[src/rtl/jtbubl_pkg.sv]
// Shared definitions for the Bubble Bobble ROM slot requester: FSM encoding
// and line-geometry helpers.
package jtbubl_pkg;

  typedef enum logic [1:0] {
    ST_IDLE      = 2'd0,
    ST_WAIT_ACK  = 2'd1,
    ST_WAIT_DATA = 2'd2
  } state_t;

  // Number of address bits selecting a DW lane inside a 32-bit line.
  function automatic int sel_w(input int dw);
    return (dw == 8) ? 2 : (dw == 16) ? 1 : 0;
  endfunction

  // Same, but never zero so select vectors can always be declared.
  function automatic int sel_vw(input int dw);
    return (sel_w(dw) == 0) ? 1 : sel_w(dw);
  endfunction

endpackage

[src/rtl/jtbubl_romslot_line.sv]
// One cache entry: valid/tag/data registers, tag compare and lane mux.
module jtbubl_romslot_line
  import jtbubl_pkg::*;
#(
  parameter int TW = 16,
  parameter int DW = 8
) (
  input  logic                 clk,
  input  logic                 rstn,
  input  logic                 clr,
  input  logic                 we,
  input  logic [TW-1:0]        wtag,
  input  logic [31:0]          wdata,
  input  logic [TW-1:0]        tag,
  input  logic [sel_vw(DW)-1:0] sel,
  output logic                 hit,
  output logic [DW-1:0]        lane
);

  logic          valid_q, valid_d;
  logic [TW-1:0] tag_q, tag_d;
  logic [31:0]   data_q, data_d;

  always_comb begin
    valid_d = valid_q;
    tag_d   = tag_q;
    data_d  = data_q;
    if (we) begin
      valid_d = 1'b1;
      tag_d   = wtag;
      data_d  = wdata;
    end
    if (clr) valid_d = 1'b0;
  end

  always_ff @(posedge clk) begin
    if (!rstn) begin
      valid_q <= 1'b0;
      tag_q   <= '0;
      data_q  <= '0;
    end else begin
      valid_q <= valid_d;
      tag_q   <= tag_d;
      data_q  <= data_d;
    end
  end

  assign hit = valid_q && (tag_q == tag);

  // Lane 0 sits in the low bits: the lower address comes first in the line.
  always_comb begin
    lane = data_q[DW-1:0];
    for (int i = 0; i < 32 / DW; i++) begin
      if (int'(sel) == i) lane = data_q[i*DW +: DW];
    end
  end

endmodule

[src/rtl/jtbubl_romslot.sv]
// ROM slot requester with a two-line LRU cache between a CPU ROM bus and the
// SDRAM arbiter. Optional hit/miss counters under JTBUBL_ROMSLOT_STATS_EN.
module jtbubl_romslot
  import jtbubl_pkg::*;
#(
  parameter int          AW     = 18,
  parameter int          DW     = 8,
  parameter logic [21:0] OFFSET = 22'h0
) (
  input  logic          clk,
  input  logic          rstn,
  input  logic          downloading,
  input  logic          cs,
  input  logic [AW-1:0] addr,
  output logic [DW-1:0] dout,
  output logic          data_ok,
  output logic          sdram_req,
  output logic [21:0]   sdram_addr,
  input  logic          sdram_ack,
  input  logic          data_rdy,
`ifdef JTBUBL_ROMSLOT_STATS_EN
  output logic [15:0]   hit_cnt,
  output logic [15:0]   miss_cnt,
`endif
  input  logic [31:0]   din
);

  localparam int SW   = sel_w(DW);
  localparam int SELW = sel_vw(DW);
  localparam int TW   = AW - SW;

  state_t        state_q, state_d;
  logic          req_q, req_d;
  logic [21:0]   saddr_q, saddr_d;
  logic [TW-1:0] ltag_q, ltag_d;
  logic          data_ok_q, data_ok_d;
  logic [DW-1:0] dout_q, dout_d;
  logic          lru_q, lru_d;

  logic [TW-1:0]   tag;
  logic [TW:0]     tag_x2;
  logic [SELW-1:0] lsel;
  logic            hit0, hit1, hit;
  logic [DW-1:0]   lane0, lane1;
  logic            fill, miss_start;

  assign tag    = addr[AW-1:SW];
  assign tag_x2 = {tag, 1'b0};

  generate
    if (SW == 0) begin : g_nosel
      assign lsel = '0;
    end else begin : g_sel
      assign lsel = addr[SW-1:0];
    end
  endgenerate

  jtbubl_romslot_line #(.TW(TW), .DW(DW)) u_line0 (
    .clk   (clk),
    .rstn  (rstn),
    .clr   (downloading),
    .we    (fill & ~lru_q),
    .wtag  (ltag_q),
    .wdata (din),
    .tag   (tag),
    .sel   (lsel),
    .hit   (hit0),
    .lane  (lane0)
  );

  jtbubl_romslot_line #(.TW(TW), .DW(DW)) u_line1 (
    .clk   (clk),
    .rstn  (rstn),
    .clr   (downloading),
    .we    (fill & lru_q),
    .wtag  (ltag_q),
    .wdata (din),
    .tag   (tag),
    .sel   (lsel),
    .hit   (hit1),
    .lane  (lane1)
  );

  assign hit = hit0 | hit1;

  always_comb begin
    state_d    = state_q;
    req_d      = req_q;
    saddr_d    = saddr_q;
    ltag_d     = ltag_q;
    fill       = 1'b0;
    miss_start = 1'b0;
    case (state_q)
      ST_IDLE: begin
        if (cs && !hit) begin
          state_d    = ST_WAIT_ACK;
          req_d      = 1'b1;
          saddr_d    = OFFSET + 22'(tag_x2);
          ltag_d     = tag;
          miss_start = 1'b1;
        end
      end
      ST_WAIT_ACK: begin
        // Ack and data in the same cycle complete the fetch directly.
        if (sdram_ack) begin
          req_d = 1'b0;
          if (data_rdy) begin
            fill    = 1'b1;
            state_d = ST_IDLE;
          end else begin
            state_d = ST_WAIT_DATA;
          end
        end
      end
      ST_WAIT_DATA: begin
        if (data_rdy) begin
          fill    = 1'b1;
          state_d = ST_IDLE;
        end
      end
      default: state_d = ST_IDLE;
    endcase
    if (downloading) begin
      state_d    = ST_IDLE;
      req_d      = 1'b0;
      fill       = 1'b0;
      miss_start = 1'b0;
    end
  end

  always_comb begin
    data_ok_d = cs & hit & ~downloading;
    dout_d    = dout_q;
    lru_d     = lru_q;
    if (cs && hit) dout_d = hit0 ? lane0 : lane1;
    // lru_q names the entry to replace next; a fill makes its entry MRU.
    if (fill) begin
      lru_d = ~lru_q;
    end else if (cs && hit && !downloading) begin
      lru_d = hit0;
    end
  end

  always_ff @(posedge clk) begin
    if (!rstn) begin
      state_q   <= ST_IDLE;
      req_q     <= 1'b0;
      saddr_q   <= '0;
      ltag_q    <= '0;
      data_ok_q <= 1'b0;
      dout_q    <= '0;
      lru_q     <= 1'b0;
    end else begin
      state_q   <= state_d;
      req_q     <= req_d;
      saddr_q   <= saddr_d;
      ltag_q    <= ltag_d;
      data_ok_q <= data_ok_d;
      dout_q    <= dout_d;
      lru_q     <= lru_d;
    end
  end

  assign sdram_req  = req_q;
  assign sdram_addr = saddr_q;
  assign data_ok    = data_ok_q & cs;
  assign dout       = dout_q;

`ifdef JTBUBL_ROMSLOT_STATS_EN
  logic          cs_q, cs_d;
  logic [AW-1:0] addr_q, addr_d;
  logic [15:0]   hit_cnt_q, hit_cnt_d;
  logic [15:0]   miss_cnt_q, miss_cnt_d;
  logic          hit_evt;

  // A hit is counted once per new access, not once per cycle it is held.
  assign hit_evt = cs & hit & ~downloading & (~cs_q | (addr != addr_q));

  always_comb begin
    cs_d       = cs;
    addr_d     = addr;
    hit_cnt_d  = hit_cnt_q;
    miss_cnt_d = miss_cnt_q;
    if (hit_evt && hit_cnt_q != 16'hFFFF) hit_cnt_d = hit_cnt_q + 16'd1;
    if (miss_start && miss_cnt_q != 16'hFFFF) miss_cnt_d = miss_cnt_q + 16'd1;
    if (downloading) begin
      hit_cnt_d  = '0;
      miss_cnt_d = '0;
    end
  end

  always_ff @(posedge clk) begin
    if (!rstn) begin
      cs_q       <= 1'b0;
      addr_q     <= '0;
      hit_cnt_q  <= '0;
      miss_cnt_q <= '0;
    end else begin
      cs_q       <= cs_d;
      addr_q     <= addr_d;
      hit_cnt_q  <= hit_cnt_d;
      miss_cnt_q <= miss_cnt_d;
    end
  end

  assign hit_cnt  = hit_cnt_q;
  assign miss_cnt = miss_cnt_q;
`endif

endmodule

[config.mk]
export PLATFORM = sky130hd
export DESIGN_NAME = jtbubl_romslot
export DESIGN_NICKNAME = d
export VERILOG_FILES = /design/src/rtl/jtbubl_pkg.sv /design/src/rtl/jtbubl_romslot_line.sv /design/src/rtl/jtbubl_romslot.sv
export SDC_FILE = /design/constraint.sdc
export NUM_CORES = 1
export LEC_CHECK = 0
export BUFFER_PORTS_ARGS = -buffer_cell sky130_fd_sc_hd__buf_2
export CORE_MARGIN = 10
export CORE_UTILIZATION = 29
export DETAILED_ROUTE_END_ITERATION = 8
export GPL_TIMING_DRIVEN = 0
export SYNTH_ARGS = -nofsm -noshare
export SYNTH_HDL_FRONTEND = slang
export SYNTH_HIERARCHICAL = 1
export SYNTH_SLANG_ARGS = --single-unit
[constraint.sdc]
create_clock -name clk -period 3.4 [get_ports clk]
set_input_delay 0.17 -clock clk [delete_from_list [all_inputs] [get_ports clk]]
set_output_delay 0.17 -clock clk [all_outputs]
set_load 0.01 [all_outputs]
======== After elaboration in Yosys (flattened, before gate mapping) ========
Index checks and enable logic that the tools add are counted.
operators by class
  reductions and logical operators ........ 14
  equality and inequality tests ........... 10
  bitwise logic cells ..................... 9
  multiplexer cells ....................... 21
operators by type and width
  kind                                                                   number
  8-bit 2-to-1 mux                                                       7
  16-bit equality test                                                   2
  2-bit 2-to-1 mux                                                       4
  1-bit 2-to-1 mux                                                       7
  2-bit equality test, second input constant                             3
  2-bit != test, second input constant                                   3
  2-bit case mux with 3 select lines                                     1
  3-bit AND reduction                                                    2
  1-bit AND                                                              5
  1-bit logical AND                                                      5
  2-bit by 1-bit equality test with 1-bit output, second input constant  2
  1-bit case mux with 2 select lines                                     2
  2-bit nonzero test                                                     2
  1-bit NOT                                                              3
  1-bit zero test                                                        2
  2-bit zero test                                                        1
  2-bit AND reduction                                                    1
  2-bit OR reduction                                                     1
  1-bit bitwise OR                                                       1
word-level totals
  flip-flop bits (word level) ............. 127
  word-level logic and storage cells ...... 66

======== Logic depth before layout (Yosys ltp) ========
  word-level depth ........................ 7
  depth in mapped cells ................... 10

======== Hierarchy ========
The synthesis kept the hierarchy.
by module, submodules not included
  module               cells each  times used  seq. area each (µm²)  area each (µm²)
  jtbubl_romslot_line  190         2           980.9                 2200.9
  jtbubl_romslot       155         1           580.6                 1286.2

======== Worst setup path after synthesis ========
Ideal clock, no wire load.
  kind .................................... register to register
  from .................................... reg u_line0.tag_q[11]
  to ...................................... reg saddr_q[10], in the netlist sdram_addr[10]
  library setup time ...................... 0.070 ns
  cell stages (with the launch flop) ...... 10
  slack ................................... 1.376 ns
  arrival ................................. 1.954 ns
  cell sequence ........................... dfxtp_1 > xor2_1 > nor4_1 > nand4_1 > nor4_2 > nand4bb_1 > buf_2 > clkbuf_1 > nand2_1 > a21oi_1
on the way
  longest elaborated chain between the ends .. 6
ends and longest elaborated chain
  element                        RTL line                   source
  start, declared                jtbubl_romslot_line.sv:21  logic [TW-1:0] tag_q, tag_d;
  start signal, assigned         jtbubl_romslot_line.sv:43  tag_q <= tag_d;
  16-bit equality test           jtbubl_romslot_line.sv:48  assign hit = valid_q && (tag_q == tag);
  1-bit logical AND              jtbubl_romslot_line.sv:48
  net hit0                       jtbubl_romslot.sv:43       logic hit0, hit1, hit;
  1-bit bitwise OR               jtbubl_romslot.sv:84       assign hit = hit0 | hit1;
  1-bit zero test                jtbubl_romslot.sv:95       if (cs && !hit) begin
  1-bit logical AND              jtbubl_romslot.sv:95
  2-bit AND reduction (no line)  n/a
  end signal, assigned           jtbubl_romslot.sv:156      saddr_q <= saddr_d;
  end, declared                  jtbubl_romslot.sv:34       logic [21:0] saddr_q, saddr_d;
The timed path passes the listed nets, and every way through them passes these cells.
A chain may end at the register's enable or synchronous reset.

======== Worst setup path in the final report ========
  from .................................... reg u_line0.tag_q[11]
  to ...................................... reg saddr_q[15], in the netlist sdram_addr[15]
The elaborated chain is that of the path after synthesis.

==> summary.txt <==
Drt
  – Total number of vias: 3965
  – Routed WL: about 16000 um
  – WL/cell: 17.2 um
  – Routed Antenna Nets: 0
  – Drt via density: 4.32
  – Iteration-0 DRC Markers: 197
  – # DRC: 0
  – Drt first pass iters: 5

Logic synthesis
  – Simple-gate share of the synthesized area: 16.9%
  – Post-Syn Instances: roughly 540
  – Post-synth cell types: 37
  – Adder-Cell Fraction of Synth Area: 0.660%
  – Cell accounting for the most synthesized area: dfxtp_1
  – Ys Warns: 6
  – EDFF count, synth: 0
  – Synth cell count leaders: 127 x dfxtp_1, 105 x mux2i_1, 97 x nor2b_1, 40 x nand2_1, 24 x xnor2_1
  – Synth top area share: 44.7%
  – Count leader, synth: dfxtp_1
  – Compound-cell area share of the yosys netlist: 3.76%
  – FF+latch count, synth: 127
  – Largest family of logic cells by synthesized area: multiplexers
  – Primary FF master, synth: dfxtp_1
  – Async SR Flop Fraction: 0%
  – Register area share after synthesis: 44.7%
  – Top area cells in the synthesized netlist: dfxtp_1 45%, mux2i_1 18%, nor2b_1 11%
  – Post-Syn Area: 5690 um2
  – Average size of a mapped cell: 10.6 um2
  – Mux cell area share after synthesis: 24.8%
  – Synth Area in XOR/XNOR: 4.93%

Timing
  – Relative slew slack: about 57%
  – Clock skew: about 0.010 ns
  – Smallest hold slack: 0.0237 ns
  – Final Setup Violations: 0
  – Final Hold Fails: 0
  – Pins Over Slew Limit: 0
  – Highest clock rate: 0.371 GHz
  – Fin crit period: between 2 and 3 ns
  – Setup TNS: 0 ns
  – Worst-Margin Slew: 0.650 ns
  – RSZ-0062 raised after global routing: false
  – Period utilization: 79.3%

Cells and area
  – Area of the multi-input gates: 2930 um2
  – Fillers: 1976
  – Reg area: between 2000 and 3000 um2
  – Area growth, synth to finish: 25.6%
  – Final net count: 698
  – Share of cells above drive strength 1: 23.9%

Power
  – Worst VDD drop: 0.000334 V
  – PD cells: approximately 550 nW/um2
  – Pleak: ~2.5 nW

Critical path
  – Startpoint types: register
  – Crit Path Class: register to register
  – Critical Path Sink Type: register
  – CP required: 3.74 ns
  – Reg2Reg Depth: 9
  – Worst r2r src: u_line0/tag_q[11]
  – R2r setup slk: slightly above 0.7 ns
  – Worst reg2reg path endpoint: sdram_addr[15]
  – Peak fanout along the critical path: 10
  – CP endpoint: sdram_addr[15]
  – Critical Path Start: u_line0/tag_q[11]
  – Critical path arrival: around 3 ns

Floorplan
  – I/O pins: between 80 and 90
  – Core Area: 19400 um2
  – Die area: between 20000 and 30000 um2
  – Die height: 160 um
  – Initial core utilization: approximately 29%
  – Placement row count: slightly above 50
  – Die width: 160 um

CTS
  – Post_cts resized: 0
  – CTS clk-pin slew, worst paths: 0.06 ns
  – Clock Tree Buf Depth: 2
  – Clock root buffer: clkbuf_16
  – Total clock sinks: 127
  – TritonCTS buffer count: 17
  – H-tree Lvls: 4
  – Clk_lat worst skew: 0.42 ns
  – CTS tree: yes

Min path
  – Hold Crit Class: primary input to register

Run status
  – Status: finished clean

Global routing
  – Pin count of the biggest net entering global routing: 17
  – Vias in the first global route: 4158
  – First-pass GRT wire length: 24400 um
  – Total global-route track usage: 12.5%
  – GRT overflow: 0
  – Initial antenna violation count: 1

Job
  – Max-Cap Viols: 0

Place
  – Routability cong.: 0.758
  – Port Buffers: 79
  – DPL Wire Length: between 10000 and 15000 um
metal layers:
| layer | track usage [%] | up-vias | wire, um |
|---|---|---|---|
| li1 | - | 2036 | - |
| met1 | 15.7 | 1830 | 7330 |
| met2 | 19.4 | 88 | 7420 |
| met3 | 4.37 | 11 | 845 |
| met4 | 4.01 | 0 | 181 |
| met5 | 0 | - | 0 |
flip-flops by register name (all words and copies together) (netlist names), 2 cells and up:
name	cells
u_line1/data_q	32
dout	8
u_line1/tag_q	16
u_line0/data_q	32
u_line0/tag_q	16
sdram_addr	16
state_q	2
area by class of cell:
type | instances | area share [%]
multi-input cells | 366 | 40.9
flip-flops and latches | 127 | 35.6
clock buffers | 18 | 6.14
repair buffers | 80 | 5.67
well taps | 265 | 4.64
clock inverters | 14 | 3.66
plain buffers | 40 | 2.98
inverters | 7 | 0.368
diodes | 1 | 0.0350
worst max-delay path, cell delays in order, from the launching register on:
cell,delay (ns)
dfxtp_1,0.31
xor2_1,0.16
nor4_1,0.32
nand4_1,0.21
nor4_2,0.51
nand4bb_1,0.19
buf_2,0.23
clkbuf_1,0.43
nand2_1,0.11
a21oi_1,0.15
power by group:
| group | internal, mW | switching, mW |
|---|---|---|
| Sequential | 1.50 | 0.0140 |
| Clock | 1.47 | 0.693 |
| Combinational | 0.0941 | 0.123 |
how the worst min path moves through the flow:
stage | from | to | slack (ns) | cells past startpoint
final | addr[13] | sdram_addr[12] | 0.02 | 3
after global routing | din[24] | u_line1/data_q[24] | 0.01 | 3
after CTS | addr[13] | sdram_addr[12] | 0.002 | 3
after detailed placement | din[30] | u_line0/data_q[30] | 0.46 | 3
after global placement | din[25] | u_line0/data_q[25] | 0.45 | 3
after floorplan | downloading | u_line0/valid_q | 0.25 | 1
cell families (layout without fill, tap and decap cells):
kind of cell             Yosys count  after routing
AO/OA/AOI/OAI                     34             34
other                              1              7
XOR/XNOR                          32             32
flip-flops                       127            127
adder cells (fa/ha/maj)            3              3
AND/OR/NAND/NOR                  170            170
multiplexers                     121            121
buffers and inverters             47            159
placed cells by master (no fill, tap or decap), types with 2 or more instances in the layout:
master        n
dfxtp_1     127
mux2i_1     105
nor2b_1      97
buf_2        93
nand2_1      40
xnor2_1      24
a21oi_1      18
clkbuf_16    17
mux4_2       16
clkbuf_1     14
nor2_1       13
a211oi_1      8
buf_4         8
xor2_1        8
inv_1         7
bufinv_16     7
conb_1        6
nand4_1       6
ha_1          3
o32ai_1       2
clkinv_2      2
clkinvlp_4    2
clkinv_4      2
buf_1         2
nor4_1        2
nor4_2        2
buf_6         2
nor3b_1       2
timing repair:
item                      4_1_cts  5_1_grt
hold endpoints to repair        1        0
buffers inserted                0        0
hold buffers                    1        0
per-stage QoR:
stage | util, % | std cells | setup slack [ns] | total power [mW] | instance area [um2]
finish | 36.8 | 918 | 0.705 | 3.90 | 7150
global route | 36.8 | 917 | 0.472 | 4.04 | 7140
detailed placement | 33.2 | 884 | 0.734 | 1.77 | 6430
CTS | 36.8 | 917 | 0.717 | 3.94 | 7140
global placement | 33.2 | 884 | 0.785 | 1.77 | 6430
floorplan | - | 540 | 1.38 | 1.66 | 5710
(Power assumes the default switching activity.)
